File: src/rtl/W5300.sv
// W5300 register-access constants shared by the access scheduler.
// Contents: bus widths, WR/RD op encoding, ID register address/value,
// power-up init table, command-kind and scheduler-state enums, command
// payload struct, and helpers for building filler commands and reading
// table entries.
package W5300;

    localparam int unsigned ADDR_W = 10;
    localparam int unsigned DATA_W = 16;
    localparam int unsigned CMD_W  = ADDR_W + 1;

    // Op bit in ctrl_addr[10]
    localparam logic WR = 1'b1;
    localparam logic RD = 1'b0;

    localparam logic [ADDR_W-1:0] IDR_ADDR  = 10'h3FE;
    localparam logic [DATA_W-1:0] IDR_VALUE = 16'h5300;

    typedef struct packed {
        logic [ADDR_W-1:0] addr;
        logic [DATA_W-1:0] data;
    } init_entry_t;

    localparam int unsigned INIT_LEN = 3;

    // Register writes issued in order once the chip ID has been confirmed
    localparam init_entry_t INIT_TABLE [INIT_LEN] = '{
        '{addr: 10'h000, data: 16'h3800},
        '{addr: 10'h020, data: 16'h0808},
        '{addr: 10'h028, data: 16'h0404}
    };

    localparam int unsigned TBL_IW = (INIT_LEN > 1) ? $clog2(INIT_LEN) : 1;

    typedef enum logic [2:0] {
        NONE,
        ID,
        INIT,
        FILL,
        REQ0,
        REQ1
    } cmd_kind_t;

    typedef enum logic [2:0] {
        S_WAIT_IF,
        S_CHECK_ID,
        S_INIT,
        S_SERVE,
        S_ERROR
    } sched_state_t;

    typedef struct packed {
        cmd_kind_t         kind;
        logic              op;
        logic [ADDR_W-1:0] addr;
        logic [DATA_W-1:0] data;
    } cmd_t;

    // ID-register read; used both as the ID probe and as the idle filler
    function automatic cmd_t filler_cmd(input cmd_kind_t kind);
        cmd_t c;
        c.kind = kind;
        c.op   = RD;
        c.addr = IDR_ADDR;
        c.data = '0;
        return c;
    endfunction

    function automatic init_entry_t init_entry(input logic [TBL_IW-1:0] i);
        return INIT_TABLE[i];
    endfunction

endpackage

File: src/rtl/w5300_rr_arb2.sv
// Two-port round-robin arbiter.
// Ports: clk, rst_n      - clock, async active-low reset
//        req[1:0]        - request vector (bit k = port k valid)
//        advance         - a grant is being taken this cycle
//        grant_c[1:0]    - one-hot combinational grant
// The pointer names the preferred port when both request; it moves to the
// other port after every taken grant.
module w5300_rr_arb2 (
    input  logic       clk,
    input  logic       rst_n,
    input  logic [1:0] req,
    input  logic       advance,
    output logic [1:0] grant_c
);

    logic ptr;

    // Lone requester wins regardless of pointer
    always_comb begin
        grant_c = 2'b00;
        case (req)
            2'b01:   grant_c = 2'b01;
            2'b10:   grant_c = 2'b10;
            2'b11:   grant_c = ptr ? 2'b10 : 2'b01;
            default: grant_c = 2'b00;
        endcase
    end

    // Point at the port that was not just served
    always_ff @(posedge clk or negedge rst_n) begin
        if (!rst_n) begin
            ptr <= 1'b0;
        end else if (advance && (|req)) begin
            ptr <= grant_c[0];
        end
    end

endmodule

File: src/rtl/w5300_access_sched.sv
// W5300 register-access scheduler.
// Sequences ID check and init-table writes after reset, then shares the
// interface block between two request ports by round robin.
// Ports: clk, rst_n                  - clock, async active-low reset
//        ctrl_addr/ctrl_wr_data      - command to interface block ([10]=op)
//        ctrl_rd_data                - read result, valid in slot cycles
//        ctrl_op_state               - 1 = interface idle (slot cycle)
//        reqK_valid/we/addr/wdata    - request channel K (K=0,1)
//        reqK_ready                  - combinational grant for port K
//        rspK_valid/rspK_rdata       - one-cycle completion pulse
//        init_done/init_error        - Serve reached / ID check failed
// INIT_LEN must not exceed the package table length.
module w5300_access_sched #(
    parameter int unsigned INIT_LEN   = W5300::INIT_LEN,
    parameter int unsigned ID_RETRIES = 3
) (
    input  logic                       clk,
    input  logic                       rst_n,
    output logic [W5300::CMD_W-1:0]    ctrl_addr,
    output logic [W5300::DATA_W-1:0]   ctrl_wr_data,
    input  logic [W5300::DATA_W-1:0]   ctrl_rd_data,
    input  logic                       ctrl_op_state,
    input  logic                       req0_valid,
    input  logic                       req0_we,
    input  logic [W5300::ADDR_W-1:0]   req0_addr,
    input  logic [W5300::DATA_W-1:0]   req0_wdata,
    output logic                       req0_ready,
    input  logic                       req1_valid,
    input  logic                       req1_we,
    input  logic [W5300::ADDR_W-1:0]   req1_addr,
    input  logic [W5300::DATA_W-1:0]   req1_wdata,
    output logic                       req1_ready,
    output logic                       rsp0_valid,
    output logic [W5300::DATA_W-1:0]   rsp0_rdata,
    output logic                       rsp1_valid,
    output logic [W5300::DATA_W-1:0]   rsp1_rdata,
    output logic                       init_done,
    output logic                       init_error
);

    import W5300::*;

    localparam int unsigned IDX_W = (INIT_LEN > 0) ? $clog2(INIT_LEN + 1) : 1;
    localparam int unsigned ATT_W = (ID_RETRIES > 0) ? $clog2(ID_RETRIES + 1) : 1;

    sched_state_t      state;
    sched_state_t      state_nxt;
    sched_state_t      state_eff;
    cmd_t              cur_cmd;
    cmd_t              cmd_nxt;
    logic [IDX_W-1:0]  idx;
    logic [IDX_W-1:0]  idx_nxt;
    logic [ATT_W-1:0]  att;
    logic [ATT_W-1:0]  att_nxt;
    logic              arb_en;
    logic              slot;
    logic [1:0]        grant_c;
    init_entry_t       init_ent;

    assign slot     = ctrl_op_state;
    assign init_ent = init_entry(TBL_IW'(idx));

    w5300_rr_arb2 u_arb (
        .clk     (clk),
        .rst_n   (rst_n),
        .req     ({req1_valid, req0_valid}),
        .advance (slot && arb_en),
        .grant_c (grant_c)
    );

    // Next command / next state, evaluated every cycle, committed on slots
    always_comb begin
        state_nxt = state;
        cmd_nxt   = filler_cmd(FILL);
        idx_nxt   = idx;
        att_nxt   = att;
        arb_en    = 1'b0;
        case (state)
            S_WAIT_IF: begin
                cmd_nxt   = filler_cmd(ID);
                att_nxt   = ATT_W'(1);
                state_nxt = S_CHECK_ID;
            end
            S_CHECK_ID: begin
                if (ctrl_rd_data == IDR_VALUE) begin
                    if (INIT_LEN == 0) begin
                        arb_en    = 1'b1;
                        state_nxt = S_SERVE;
                    end else begin
                        cmd_nxt   = '{kind: INIT, op: WR, addr: init_ent.addr, data: init_ent.data};
                        idx_nxt   = idx + IDX_W'(1);
                        state_nxt = S_INIT;
                    end
                end else if (att < ATT_W'(ID_RETRIES)) begin
                    cmd_nxt = filler_cmd(ID);
                    att_nxt = att + ATT_W'(1);
                end else begin
                    state_nxt = S_ERROR;
                end
            end
            S_INIT: begin
                // idx == INIT_LEN means this slot retires the last table entry
                if (idx == IDX_W'(INIT_LEN)) begin
                    arb_en    = 1'b1;
                    state_nxt = S_SERVE;
                end else begin
                    cmd_nxt = '{kind: INIT, op: WR, addr: init_ent.addr, data: init_ent.data};
                    idx_nxt = idx + IDX_W'(1);
                end
            end
            S_SERVE: begin
                arb_en = 1'b1;
            end
            S_ERROR: begin
                state_nxt = S_ERROR;
            end
            default: begin
                state_nxt = S_WAIT_IF;
            end
        endcase
        if (arb_en) begin
            if (grant_c[0]) begin
                cmd_nxt = '{kind: REQ0, op: (req0_we ? WR : RD), addr: req0_addr, data: req0_wdata};
            end else if (grant_c[1]) begin
                cmd_nxt = '{kind: REQ1, op: (req1_we ? WR : RD), addr: req1_addr, data: req1_wdata};
            end
        end
    end

    assign state_eff = slot ? state_nxt : state;

    // Slot cycles present the command about to start; otherwise the running one
    assign ctrl_addr    = slot ? {cmd_nxt.op, cmd_nxt.addr} : {cur_cmd.op, cur_cmd.addr};
    assign ctrl_wr_data = slot ? cmd_nxt.data : cur_cmd.data;

    assign req0_ready = slot && arb_en && grant_c[0];
    assign req1_ready = slot && arb_en && grant_c[1];

    // State, command pipeline, responses and status flags
    always_ff @(posedge clk or negedge rst_n) begin
        if (!rst_n) begin
            state      <= S_WAIT_IF;
            cur_cmd    <= filler_cmd(NONE);
            idx        <= '0;
            att        <= '0;
            rsp0_valid <= 1'b0;
            rsp0_rdata <= '0;
            rsp1_valid <= 1'b0;
            rsp1_rdata <= '0;
            init_done  <= 1'b0;
            init_error <= 1'b0;
        end else begin
            rsp0_valid <= 1'b0;
            rsp1_valid <= 1'b0;
            if (slot) begin
                state   <= state_nxt;
                cur_cmd <= cmd_nxt;
                idx     <= idx_nxt;
                att     <= att_nxt;
                // Slot retires cur_cmd; read data for it is on ctrl_rd_data now
                if (cur_cmd.kind == REQ0) begin
                    rsp0_valid <= 1'b1;
                    rsp0_rdata <= (cur_cmd.op == WR) ? '0 : ctrl_rd_data;
                end
                if (cur_cmd.kind == REQ1) begin
                    rsp1_valid <= 1'b1;
                    rsp1_rdata <= (cur_cmd.op == WR) ? '0 : ctrl_rd_data;
                end
            end
            init_done  <= (state_eff == S_SERVE);
            init_error <= init_error | (state_eff == S_ERROR);
        end
    end

endmodule
File: config.mk
export PLATFORM = sky130hd
export DESIGN_NAME = w5300_access_sched
export DESIGN_NICKNAME = d
export VERILOG_FILES = /design/src/rtl/W5300.sv /design/src/rtl/w5300_rr_arb2.sv /design/src/rtl/w5300_access_sched.sv
export SDC_FILE = /design/constraint.sdc
export NUM_CORES = 1
export LEC_CHECK = 0
export ABC_CLOCK_PERIOD_IN_PS = 3300
export CAP_MARGIN = 30
export CORE_ASPECT_RATIO = 0.8
export CORE_UTILIZATION = 50
export DETAILED_ROUTE_END_ITERATION = 6
export DONT_BUFFER_PORTS = 1
export PLACE_DENSITY = 0.68
export SYNTH_ARGS = -nofsm -noshare
export SYNTH_HDL_FRONTEND = slang
export SYNTH_SLANG_ARGS = --single-unit
File: constraint.sdc
create_clock -name clk -period 3.3 [get_ports clk]
set_clock_uncertainty 0.05 [all_clocks]
set_input_delay 0.66 -clock clk [delete_from_list [all_inputs] [get_ports clk]]
set_output_delay 0.66 -clock clk [all_outputs]
set_load 0.01 [all_outputs]
Word level (Yosys, flattened, before mapping)
Cells that the tools add are included.
Storage, ports and cells
  register bits: 74
  input bits: 75
  output and inout port bits: 65
  word-level logic and storage cells: 83
Cells by class
  $add $sub $neg: 2
  order comparisons: 2
  eq/ne operators: 17
  muxes and demuxes: 34
  bitwise gates (word level): 2
  reduce and logical (&&, ||, !) cells: 12
Operators by type and width (count)
  2-to-1 mux 30 bit: 3
  case mux 29 bit (3 select lines): 1
  2-to-1 mux 29 bit: 2
  binary-select mux 26 bit (select 2 bit): 1
  2-to-1 mux 26 bit: 2
  2-to-1 mux 16 bit: 2
  2-to-1 mux 28 bit: 1
  equality test 16 x 15 -> 1 bit (second input constant): 1
  case mux 3 bit (5 select lines): 1
  equality test 3 bit (second input constant): 4
  2-to-1 mux 3 bit: 4
  2-to-1 mux 11 bit: 1
  2-to-1 mux 2 bit: 5
  equality test 3 x 2 -> 1 bit (second input constant): 3
  != test 2 bit (second input constant): 4
  case mux 2 bit (2 select lines): 2
  AND reduction 4 bit: 2
  2-to-1 mux 1 bit: 7
  equality test 2 bit (second input constant): 3
  case mux 2 bit (3 select lines): 1
  adder 2 x 1 -> 2 bit (second input constant): 2
  logical AND 1 bit: 4
  AND reduction 2 bit: 2
  nonzero test 2 bit: 2
  other kinds (9): 9

Depth between registers and ports, before layout
  depth in word-level cells: 10
  gate-level depth with buffers: 8
  mapped depth without buffers: 6

Cells and area by module
A second synthesis with hierarchy kept.
Second synthesis, totals
  cells, all modules: 346
  area total of the unflattened synthesis: 3604.7 um^2
By module, submodules not included
  w5300_access_sched: times used 1, cells an instance 340, area an instance 3549.7 um^2, seq. area each 1838.0 um^2
  w5300_rr_arb2: times used 1, cells an instance 6, area an instance 55.1 um^2, seq. area each 25.0 um^2

Worst setup path after synthesis
OpenSTA, ideal clock, no wires.
  path kind: input to output
  start point: input ctrl_rd_data[0] (netlist name)
  end point: output ctrl_wr_data[12] (netlist name)
  arrival: 2.126 ns
  required time: 2.590 ns
  slack: 0.464 ns
  cell stages on the path: 5
  buffers on the path: 0
  path through: or4_4 -> nor4_4 -> a21o_4 -> nand2b_1 -> a31oi_1
On the way
  longest elaborated chain between the ends: 7
RTL lines
  from (decl): RTL line w5300_access_sched.sv:21  | input logic [W5300::DATA_W-1:0] ctrl_rd_data,
  equality test 16 x 15 -> 1 bit *: RTL line w5300_access_sched.sv:85  | if (ctrl_rd_data == IDR_VALUE) begin
  2-to-1 mux 29 bit *: RTL line w5300_access_sched.sv:85
  case mux 29 bit (3 select lines) *: RTL line w5300_access_sched.sv:78  | case (state)
  2-to-1 mux 30 bit: RTL line w5300_access_sched.sv:124  | end else if (grant_c[1]) begin
  2-to-1 mux 30 bit: RTL line w5300_access_sched.sv:122  | if (grant_c[0]) begin
  2-to-1 mux 30 bit *: RTL line w5300_access_sched.sv:121  | if (arb_en) begin
  2-to-1 mux 16 bit *: RTL line w5300_access_sched.sv:134  | assign ctrl_wr_data = slot ? cmd_nxt.data : cur_cmd.data;
  to (decl): RTL line w5300_access_sched.sv:20  | output logic [W5300::DATA_W-1:0] ctrl_wr_data,
Mark *: on every way between the ends. The rest lies on a longest branch, timed or not.

Worst setup path after layout
  start point: input ctrl_rd_data[0] (netlist name)
  end point: output ctrl_addr[3] (netlist name)
On the way
  longest elaborated chain between the ends: 7
RTL lines
  equality test 16 x 15 -> 1 bit *: RTL line w5300_access_sched.sv:85
  2-to-1 mux 29 bit *: RTL line w5300_access_sched.sv:85
  case mux 29 bit (3 select lines) *: RTL line w5300_access_sched.sv:78
  2-to-1 mux 30 bit: RTL line w5300_access_sched.sv:124
  2-to-1 mux 30 bit: RTL line w5300_access_sched.sv:122
  2-to-1 mux 30 bit *: RTL line w5300_access_sched.sv:121
  2-to-1 mux 11 bit *: RTL line w5300_access_sched.sv:133  | assign ctrl_addr = slot ? {cmd_nxt.op, cmd_nxt.addr} : {cur_cmd.op, cur_cmd.addr};
  to (decl): RTL line w5300_access_sched.sv:19  | output logic [W5300::CMD_W-1:0] ctrl_addr,
Marked as above.

==> out/results.txt <==
post-synthesis register bit count - 74
vias per cell - 5.66
top post-synthesis cells by area - dfrtp_1, o21ai_0, dfstp_2, nand2_1, nand2b_1
wire length per cell - 17.3 um
H-tree level count - 3
final net count - 436
Core ar. - 6540 um^2
ys async rst share - 100%
first-pass GRT wire length - 12600 um
Final Max Slew Viols - 0
CTS root buffer - clkbuf_8
Seq/Total Area, Yosys - 53.7%
Die Wd - 95.1 um
clock sink count - 74
achievable frequency - 0.326 GHz
pwr dens - 515 nW/um^2
dpl hpwl - 5490 um
placed cell area - 3530 um^2
total negative slack - 0 ns
post-route cell area - 3760 um^2
yosys warns - 0
fraction of layout cells with a size suffix above 1 - 11.9%
largest net degree at the start of global routing - 66
total gr overflow - 0
Max Cap Violations - 0
WP data required - 2.59 ns
crit path capture type - primary output
worst-margin pin slew - 0.920 ns
count leader, synth - dfrtp_1
# port buffers - 0
final cell count without fillers - 444
status - finished clean
antenna violations before repair - 0
DP Cell Count - 427
Synth-to-Final Area Change - 8.26%
Max VDD drop - 0.292 mV
post-CTS setup buffers - 0
I/O pin count - 140
Clock transition at path regs - 0.08 ns
worst-path maximum fanout - 7
area leader, netlist - dfrtp_1
via count - 2512
vias in the first global route - 2497
Synth Flop Type - dfrtp_1
Setup CP Type - primary input to primary output
Synth top area share - 46.9%
Starting Density - 53.1%
final hold violation count - 0
CTS tree - yes
commonest cells in the netlist - dfrtp_1, o21ai_0, nand2_1
Iteration-0 DRC Markers - 151
syn_nets - 439
FP Rows - 26
die area - 7280 um^2
final setup fails - 0
die height - 76.5 um
Tcrit/Tclk final - 93.1%
CP Launch Type - primary input
Synth Area per Inst - 9.69 um^2
number of synthesized flops with an enable pin - 0
Pre-Repair DR Iteration Count - 4
Final Power - 1.93 mW
Data arrival, critical path - 2.36 ns
Leak - 1.69 nW
RSZ-0062 raised after global routing - no
clock buffer depth - 2
worst min path class - primary input to async pin
Max-slew headroom - 38.5%
total wire length - 7680 um
Synth cell types - 49
Final Core Density - 57.4%
drt drc - 0
total CTS buffers - 9
gpl congestion - 0.838
GR Util All Layers - 22.7%
clock latency at the later pin of the worst-skew pair - 0.34 ns
ANT cells - 0
Mapped Area - 3470 um^2
Cells after Synth - 358
ANT nets after route - 0
post-route minimum period - 3.07 ns
## metrics by stage
stage / hold WS [ns] / worst slack [ns]
6_report: 0.112 / 0.229
5_1_grt: 0.0692 / 0.0730
4_1_cts: 0.0833 / 0.194
3_5_place_dp: 0.316 / 0.200
3_3_place_gp: 0.316 / 0.233
2_1_floorplan: 0.314 / 0.464
## report_power, final
group | total, mW | switching (mW) | internal, mW
logic | 0.237 | 0.135 | 0.102
registers | 1.01 | 0.0528 | 0.961
clock network | 0.682 | 0.332 | 0.350
## final timing paths
check	cells past startpoint	end	start	slack (ns)
worst min-delay path	0	cur_cmd[21]$_DFFE_PN1P_	rst_n	0.11
worst min register to register	2	cur_cmd[27]$_DFFE_PN0P_	cur_cmd[27]$_DFFE_PN0P_	0.46
min in group clk	1	state[1]$_DFF_PN0_	ctrl_op_state	0.37
worst max register to register	7	cur_cmd[0]$_DFFE_PN0P_	idx[1]$_DFFE_PN0P_	1.15
max in group asynchronous	1	rsp1_rdata[3]$_DFFE_PN0P_	rst_n	2.79
worst max-delay path	5	ctrl_addr[3]	ctrl_rd_data[0]	0.23
## logic make-up (layout without fill, tap and decap cells)
family                     after synthesis  in the layout  share of synthesized area [%]
muxes                                    3              3                           1.05
AOI/OAI and AO/OA                      106            106                           19.1
buffers and inverters                   37             39                           4.22
xor gates and xnor gates                 1              1                          0.252
and+or+nand+nor                        131            131                           19.5
DFF                                     74             74                           53.7
adders and majority gates                6              6                           2.16
## final cells by class
| type | instances | area (um^2) |
|---|---|---|
| Clock inverter | 6 | 66.3 |
| Clock buffer | 10 | 128 |
| Inverter | 17 | 63.8 |
| Multi-Input combinational cell | 247 | 1470 |
| Fill cell | 572 | 2780 |
| Sequential cell | 74 | 1860 |
| Timing Repair Buffer | 6 | 65.1 |
| Tap cell | 84 | 105 |
## sequential cells by signal, summed over array words and instances (netlist names), 2 cells and up
signal / count
state: 3
rsp0_rdata: 16
rsp1_rdata: 16
cur_cmd: 30
idx: 2
att: 2
## critical path, cell delays in order
cell and delay, ns:
or4_4 0.54, nor4_4 0.46, a21oi_1 0.14, o21ai_2 0.32, o211ai_1 0.24
## what timing repair did
action                                  in CTS  in global routing
endpoints found under the setup margin       0                  8
gates resized for setup                      0                  1
hold buffers                                 1                  0
endpoints found under the hold margin       65                  0
## placed cells by master (no fill, tap or decap), types with 2 or more instances in the layout
| master | Yosys | final |
|---|---|---|
| clkinvlp_4 | 0 | 3 |
| a221oi_1 | 7 | 7 |
| ha_1 | 6 | 6 |
| nand2b_1 | 23 | 23 |
| dfrtp_1 | 65 | 65 |
| nor2b_1 | 7 | 7 |
| nor3b_1 | 2 | 2 |
| a211o_1 | 4 | 4 |
| a31oi_1 | 3 | 3 |
| or3_1 | 3 | 2 |
| or4_4 | 2 | 2 |
| o22ai_1 | 2 | 2 |
| nor2_1 | 19 | 19 |
| and3_1 | 2 | 2 |
| o221ai_1 | 3 | 3 |
| or2_2 | 2 | 2 |
| buf_4 | 1 | 5 |
| nand3_1 | 5 | 5 |
| o21ai_0 | 54 | 54 |
| a22oi_1 | 15 | 15 |
| nor2_2 | 2 | 2 |
| o211ai_1 | 2 | 2 |
| clkbuf_8 | 0 | 9 |
| nand2_1 | 52 | 52 |
| nor3_1 | 2 | 2 |
| dfstp_2 | 9 | 9 |
| a21oi_1 | 9 | 9 |
| inv_1 | 17 | 17 |
| nand4b_1 | 2 | 2 |
## per-layer routing
layer	track usage [%]	wire, um
met5	0	0
met4	7.73	88
met3	7.19	440
met2	35.6	3620
met1	29.6	3540
Note: power is estimated with default switching activity, not from simulation.
